`config.mk`:
```
export PLATFORM = sky130hd
export DESIGN_NAME = fetch_sequencer
export DESIGN_NICKNAME = d
export VERILOG_FILES = /design/src/rtl/fetch_sequencer_pkg.sv /design/src/rtl/fetch_stat_counter.sv /design/src/rtl/fetch_sequencer.sv
export SDC_FILE = /design/constraint.sdc
export NUM_CORES = 1
export LEC_CHECK = 0
export BUFFER_PORTS_ARGS = -buffer_cell sky130_fd_sc_hd__clkbuf_2
export CORE_MARGIN = 2
export CORE_UTILIZATION = 35
export DETAILED_ROUTE_END_ITERATION = 10
export GPL_TIMING_DRIVEN = 1
export PLACE_DENSITY = 0.64
export SLEW_MARGIN = 20
export SYNTH_ARGS = -nofsm -noshare
export SYNTH_HDL_FRONTEND = slang
export SYNTH_HIERARCHICAL = 1
export SYNTH_SLANG_ARGS = --single-unit
```
`constraint.sdc`:
```
create_clock -name clk -period 1.81 [get_ports clk]
set_input_delay 0.181 -clock clk [delete_from_list [all_inputs] [get_ports clk]]
set_output_delay 0.181 -clock clk [all_outputs]
set_load 0.01 [all_outputs]
```
`src/rtl/fetch_sequencer_pkg.sv`:
```
// Shared definitions for the instruction fetch sequencer: default widths
// and the sequencer state encoding.
package fetch_sequencer_pkg;

    localparam int FS_ADDR_W  = 10;
    localparam int FS_INSTR_W = 16;
    localparam int FS_STAT_W  = 16;

    typedef logic [1:0] fs_state_t;

    localparam logic [1:0] ST_IDLE   = 2'd0;
    localparam logic [1:0] ST_ISSUE  = 2'd1;
    localparam logic [1:0] ST_WAIT   = 2'd2;
    localparam logic [1:0] ST_HALTED = 2'd3;

endpackage

```
`src/rtl/fetch_stat_counter.sv`:
```
// Saturating event counter with synchronous clear, used for the optional
// fetch statistics. Only compiled when FETCH_STATS_EN is defined.
`ifdef FETCH_STATS_EN
module fetch_stat_counter #(
    parameter int W = 16
) (
    input  logic         clk,
    input  logic         reset,
    input  logic         clr,
    input  logic         inc,
    output logic [W-1:0] count
);

    logic [W-1:0] count_q;
    logic [W-1:0] count_d;

    // Clear has priority; increments stop at all-ones
    always_comb begin
        count_d = count_q;
        if (clr) begin
            count_d = {W{1'b0}};
        end else if (inc && (count_q != {W{1'b1}})) begin
            count_d = count_q + {{(W-1){1'b0}}, 1'b1};
        end else begin
            count_d = count_q;
        end
    end

    // Counter register with synchronous active-low reset
    always_ff @(posedge clk) begin
        if (!reset) begin
            count_q <= {W{1'b0}};
        end else begin
            count_q <= count_d;
        end
    end

    assign count = count_q;

endmodule
`endif

```
`src/rtl/fetch_sequencer.sv`:
```
// Fetch sequencer: drives the PC register controls and the req/ack
// instruction-memory handshake, buffers one fetched word for decode, and
// handles execute redirects, wrong-path squashing and halt.
// Optional build macro FETCH_STATS_EN adds stat_fetch/stat_stall counters.
module fetch_sequencer
    import fetch_sequencer_pkg::*;
#(
    parameter int ADDR_W  = FS_ADDR_W,
    parameter int INSTR_W = FS_INSTR_W
`ifdef FETCH_STATS_EN
    ,
    parameter int STAT_W  = FS_STAT_W
`endif
) (
    input  logic               clk,
    input  logic               reset,
    input  logic               start,
    input  logic [ADDR_W-1:0]  pc_addr,
    output logic               pc_branch,
    output logic [ADDR_W-1:0]  pc_br_address,
    output logic               pc_stall,
    output logic               imem_req,
    output logic [ADDR_W-1:0]  imem_addr,
    input  logic               imem_ack,
    input  logic [INSTR_W-1:0] imem_data,
    output logic               if_valid,
    output logic [INSTR_W-1:0] if_instr,
    output logic [ADDR_W-1:0]  if_pc,
    input  logic               if_ready,
    input  logic               br_taken,
    input  logic [ADDR_W-1:0]  br_target,
    input  logic               halt,
    output logic               flush,
    output logic               halted
`ifdef FETCH_STATS_EN
    ,
    output logic [STAT_W-1:0]  stat_fetch,
    output logic [STAT_W-1:0]  stat_stall
`endif
);

    fs_state_t            state_q, state_d;
    logic                 imem_req_q, imem_req_d;
    logic [ADDR_W-1:0]    imem_addr_q, imem_addr_d;
    logic                 if_valid_q, if_valid_d;
    logic [INSTR_W-1:0]   if_instr_q, if_instr_d;
    logic [ADDR_W-1:0]    if_pc_q, if_pc_d;
    logic                 kill_q, kill_d;
    logic                 halt_pend_q, halt_pend_d;

    logic                 redirect_s;
    logic                 accept_s;
    logic                 wait_miss_s;

    // Per-cycle events: redirect, fetch accepted into buffer, WAIT without ack
    always_comb begin
        redirect_s  = br_taken && (state_q != ST_IDLE);
        accept_s    = (state_q == ST_WAIT) && imem_ack && !kill_q && !br_taken;
        wait_miss_s = (state_q == ST_WAIT) && !imem_ack;
    end

    // Next-state, fetch handshake and instruction buffer updates
    always_comb begin
        state_d     = state_q;
        imem_req_d  = imem_req_q;
        imem_addr_d = imem_addr_q;
        kill_d      = kill_q;
        halt_pend_d = halt_pend_q;
        if_valid_d  = if_valid_q;
        if_instr_d  = if_instr_q;
        if_pc_d     = if_pc_q;

        // A redirect squashes the buffer; a refill beats a same-cycle consume
        if (redirect_s) begin
            if_valid_d = 1'b0;
        end else if (accept_s) begin
            if_valid_d = 1'b1;
            if_instr_d = imem_data;
            if_pc_d    = imem_addr_q;
        end else if (if_ready) begin
            if_valid_d = 1'b0;
        end else begin
            if_valid_d = if_valid_q;
        end

        case (state_q)
            ST_IDLE: begin
                if (start) begin
                    state_d = ST_ISSUE;
                end else begin
                    state_d = ST_IDLE;
                end
            end
            ST_ISSUE: begin
                // No issue under a redirect: pc_addr is still the old path
                if (br_taken) begin
                    halt_pend_d = 1'b0;
                end else if (halt_pend_q || halt) begin
                    halt_pend_d = 1'b0;
                    state_d     = ST_HALTED;
                end else if (!if_valid_q || if_ready) begin
                    imem_addr_d = pc_addr;
                    imem_req_d  = 1'b1;
                    state_d     = ST_WAIT;
                end else begin
                    state_d = ST_ISSUE;
                end
            end
            ST_WAIT: begin
                // The branch is older than any halt seen alongside it
                if (br_taken) begin
                    halt_pend_d = 1'b0;
                end else if (halt) begin
                    halt_pend_d = 1'b1;
                end else begin
                    halt_pend_d = halt_pend_q;
                end
                // req and addr stay put until ack; a redirect marks the
                // outstanding fetch as wrong-path so its data is dropped
                if (imem_ack) begin
                    imem_req_d = 1'b0;
                    kill_d     = 1'b0;
                    state_d    = ST_ISSUE;
                end else if (br_taken) begin
                    kill_d = 1'b1;
                end else begin
                    kill_d = kill_q;
                end
            end
            ST_HALTED: begin
                // Halt wins over a simultaneous start
                if (br_taken || (start && !halt)) begin
                    state_d = ST_ISSUE;
                end else begin
                    state_d = ST_HALTED;
                end
            end
            default: begin
                state_d     = ST_IDLE;
                imem_req_d  = 1'b0;
                kill_d      = 1'b0;
                halt_pend_d = 1'b0;
            end
        endcase
    end

    // Sequencer state registers with synchronous active-low reset
    always_ff @(posedge clk) begin
        if (!reset) begin
            state_q     <= ST_IDLE;
            imem_req_q  <= 1'b0;
            imem_addr_q <= {ADDR_W{1'b0}};
            if_valid_q  <= 1'b0;
            if_instr_q  <= {INSTR_W{1'b0}};
            if_pc_q     <= {ADDR_W{1'b0}};
            kill_q      <= 1'b0;
            halt_pend_q <= 1'b0;
        end else begin
            state_q     <= state_d;
            imem_req_q  <= imem_req_d;
            imem_addr_q <= imem_addr_d;
            if_valid_q  <= if_valid_d;
            if_instr_q  <= if_instr_d;
            if_pc_q     <= if_pc_d;
            kill_q      <= kill_d;
            halt_pend_q <= halt_pend_d;
        end
    end

    // Same-cycle PC controls; the PC only advances on an accepted fetch
    always_comb begin
        pc_br_address = br_target;
        if (!reset) begin
            pc_stall  = 1'b1;
            pc_branch = 1'b0;
            flush     = 1'b0;
            halted    = 1'b0;
        end else begin
            pc_stall  = !accept_s;
            pc_branch = redirect_s;
            flush     = redirect_s;
            halted    = (state_q == ST_HALTED);
        end
    end

    assign imem_req  = imem_req_q;
    assign imem_addr = imem_addr_q;
    assign if_valid  = if_valid_q;
    assign if_instr  = if_instr_q;
    assign if_pc     = if_pc_q;

`ifdef FETCH_STATS_EN
    fetch_stat_counter #(.W(STAT_W)) u_stat_fetch (
        .clk   (clk),
        .reset (reset),
        .clr   (start),
        .inc   (accept_s),
        .count (stat_fetch)
    );

    fetch_stat_counter #(.W(STAT_W)) u_stat_stall (
        .clk   (clk),
        .reset (reset),
        .clr   (start),
        .inc   (wait_miss_s),
        .count (stat_stall)
    );
`endif

endmodule

```
==> metrics.log <==
INFO  metric status = completed
INFO  metric filler_cell_count = 574
INFO  metric sequential_area_share_after_synthesis = 0.4261
INFO  metric multiInputGateArea = 963.4 um^2
INFO  metric drt-initial-drc-count = 62
INFO  metric worstSetupPathType = flop to output pin
INFO  metric clock_latency_on_the_worst_skew_pair = 290 ps
INFO  metric finalWirelength = 4348 um
INFO  metric min_delay_path_depth = 3
INFO  metric cp-startpoint = state_q[0]
INFO  metric grt_first_pass_wirelength = 7113 um
INFO  metric leakagePower = 1.115 nW
INFO  metric startpoint_type = flop
INFO  metric synth_largest_area_cell = sky130_fd_sc_hd__dfxtp_1
INFO  metric cell_area_after_synthesis = 1973 um^2
INFO  metric max_slew.worst_pin.slew = 377.6 ps
INFO  metric p_per_area = 779.2 nW/um^2
INFO  metric post-synth-top-area-fraction = 0.4261
INFO  metric numCtsBuffers = 5
INFO  metric die_w = 79.09 um
INFO  metric cts.reportedPaths.clkPinSlew = 80 ps
INFO  metric via_count_of_the_first_global_routing_pass = 1539
INFO  metric route.antenna.remaining_nets = 0
INFO  metric io_buffers = 74
INFO  metric grt_use_total = 0.1451
INFO  metric fin_cells = 353
INFO  metric antenna_found_initial = 0
INFO  metric irDropWorstVdd = 0.0002837 V
INFO  metric final_nets = 330
INFO  metric num_vias = 1601
INFO  metric cp.arrival = 1510 ps
INFO  metric timing.critical_path.fanout_max = 5
INFO  metric worstPathCellList = inv_4 > ha_2 > nor2b_4 > and3b_2 > nand2_1 > clkbuf_2
INFO  metric coreArea = 5473 um^2
INFO  metric timing.max_cap.violations = 0
INFO  metric timing.final.crit_period = 1688 ps
INFO  metric worstHoldStart = imem_data[5]
INFO  metric top_level_ports = 95
INFO  metric finalClockSkew = 3.801 ps
INFO  metric vias_per_cell = 4.535
INFO  metric antenna_cells = 0
INFO  metric min_delay_path_class = input port to flop
INFO  metric sequential_cell_area = 843.3 um^2
INFO  metric worst_path_largest_cell_delay = 360 ps
INFO  metric floorplan.initialDensity = 0.3605
INFO  metric place_area = 2338 um^2
INFO  metric largest_net_degree_at_the_start_of_global_routing = 46
INFO  metric rows = 27
INFO  metric ys_top_cells_by_area = sky130_fd_sc_hd__dfxtp_1 (43%), sky130_fd_sc_hd__nand2_1 (11%), sky130_fd_sc_hd__a21boi_2 (11%)
INFO  metric fraction_of_final_layout_cells_with_drive_strength_greater_than_1 = 0.4270
INFO  metric asyncSetResetFlopFracSynth = 0
INFO  metric cp.required = 1630 ps
INFO  metric synthCells = 213
INFO  metric post_synth_top_cells = sky130_fd_sc_hd__nand2_1 (58), sky130_fd_sc_hd__dfxtp_1 (42), sky130_fd_sc_hd__a21boi_2 (19)
INFO  metric rr_worst_depth = 8
INFO  metric crit-reg2reg-launch = state_q[0]
INFO  metric synth.lib_cells_used.distinct = 36
INFO  metric final.setup.worst_slack = 122.4 ps
INFO  metric synth.most_common_cell = sky130_fd_sc_hd__nand2_1
INFO  metric clock.fmax = 0.5926 GHz
INFO  metric place_hpwl = 3171 um
INFO  metric grt_remaining_overflow = 0
INFO  metric post-place-cells = 344
INFO  metric hold_path_endpoint = if_instr[5]
INFO  metric max_slew_margin = 0.7483
INFO  metric placement.setup.worst_slack = 133.2 ps
INFO  metric drcViolationCount = 0
INFO  metric synth_flop_cell = sky130_fd_sc_hd__dfxtp_1
INFO  metric final_number_of_max_transition_violations = 0
INFO  metric cts_root_buffer = sky130_fd_sc_hd__clkbuf_8
INFO  metric gp_congestion = 0.8809
INFO  metric htree_levels = 2
INFO  metric timing.final.crit_share = 0.9324
INFO  metric syn_area_per_cell = 9.264 um^2
INFO  metric wl_per_cell = 12.32 um
INFO  metric fp.dieH = 79.09 um
INFO  metric worst_setup_path_end_kind = output pin
INFO  metric hold_ws = 105.8 ps
INFO  metric syn_nets = 263
INFO  metric design.die.area = 6254 um^2
INFO  metric area_growth = 25.36%
INFO  metric yosysWarningCount = 6
INFO  metric final_hold_viol_count = 0
INFO  metric destination_of_the_worst_register_to_register_timing_path = if_instr[7]
INFO  metric synth_edf_count = 0
INFO  metric cts_tree = built
INFO  metric cts.path.max_buffers = 2
INFO  metric detailedRoute.firstPassIterationCount = 4
INFO  metric ys_seq_elements = 42
INFO  metric number_of_sinks_on_the_clock_net = 42
INFO  metric final_cell_area = 2474 um^2
INFO  metric setup_viol = 0
INFO  metric regToRegSetupSlack = 230 ps
INFO  metric critical-path-slowest-cell = sky130_fd_sc_hd__dfxtp_2
==> critical path, delay by kind of cell (launching register included) <==
| kind | cells | cell delay (ps) |
|---|---|---|
| adders and majority gates | 1 | 180 |
| buffers and inverters | 2 | 230 |
| DFF | 1 | 360 |
| and+or+nand+nor | 3 | 450 |
==> logic make-up after synthesis <==
| logic type | share of synthesized area |
|---|---|
| mux | 0.05073 |
| compound gates | 0.1909 |
| simple gates | 0.1953 |
| buf+inv | 0.09258 |
| fa+ha+maj | 0.04439 |
| flops | 0.4261 |
==> repair_timing <==
| action | CTS | global route |
|---|---|---|
| pin swaps | 0 | 1 |
| setup endpoints to repair | 1 | 3 |
| resized for setup | 3 | 5 |
| gates cloned | 0 | 0 |
| hold buffers | 0 | 0 |
| buffers inserted | 0 | 1 |
==> sequential cells by signal, summed over array words and instances, names as in the netlist <==
register / count
halt_pend_q: 1
if_instr: 16
if_pc: 10
state_q: 2
if_valid: 1
imem_req: 1
imem_addr: 10
kill_q: 1
==> power by group <==
part	internal (mW)	switching, mW	leakage, nW	total, mW
combinational	0.118	0.119	0.717	0.237
clock	0.406	0.314	0.0579	0.720
sequential	0.949	0.0218	0.340	0.971
==> worst max path at each step <==
stage              endpoint  slack, ps  depth (start not counted)
5_1_grt            pc_stall         -3                          6
2_1_floorplan      pc_stall        240                          7
6_report           pc_stall        120                          6
3_3_place_gp    if_instr[8]        230                          7
3_5_place_dp   if_instr[13]        130                          7
4_1_cts            pc_stall          3                          5
==> metrics by stage <==
step           power [mW]  setup TNS (ps)    util
2_1_floorplan       1.155               0       -
3_5_place_dp        1.222               0  0.4273
6_report            1.927               0  0.4520
5_1_grt             2.036          -3.074  0.4520
3_3_place_gp        1.220               0  0.4273
4_1_cts             1.955               0  0.4476
==> placed cells by master, fill, tap and decap left out, types with 6 or more instances in the layout <==
master                     instances
sky130_fd_sc_hd__a21boi_2         19
sky130_fd_sc_hd__nand2_1          58
sky130_fd_sc_hd__a21boi_0          8
sky130_fd_sc_hd__buf_4             7
sky130_fd_sc_hd__a21oi_1           6
sky130_fd_sc_hd__nor2b_1          10
sky130_fd_sc_hd__dfxtp_1          40
sky130_fd_sc_hd__mux2i_1          10
sky130_fd_sc_hd__ha_1              6
sky130_fd_sc_hd__clkbuf_2         74
==> per-layer routing <==
layer | vias up | track usage | wire [um]
li1 | 821 | - | -
met1 | 720 | 0.1705 | 1921
met2 | 54 | 0.2475 | 2106
met4 | 0 | 0.05345 | 53
met5 | - | 0 | 0
met3 | 6 | 0.04545 | 266
==> final cells by class <==
| class | instances | share of cell area |
|---|---|---|
| Inverter | 6 | 0.01012 |
| Sequential cell | 42 | 0.3409 |
| Clock buffer | 5 | 0.02782 |
| Multi-Input combinational cell | 143 | 0.3895 |
| Tap cell | 72 | 0.03642 |
| Timing Repair Buffer | 82 | 0.1791 |
| Clock inverter | 3 | 0.01619 |
(Power assumes the default switching activity.)
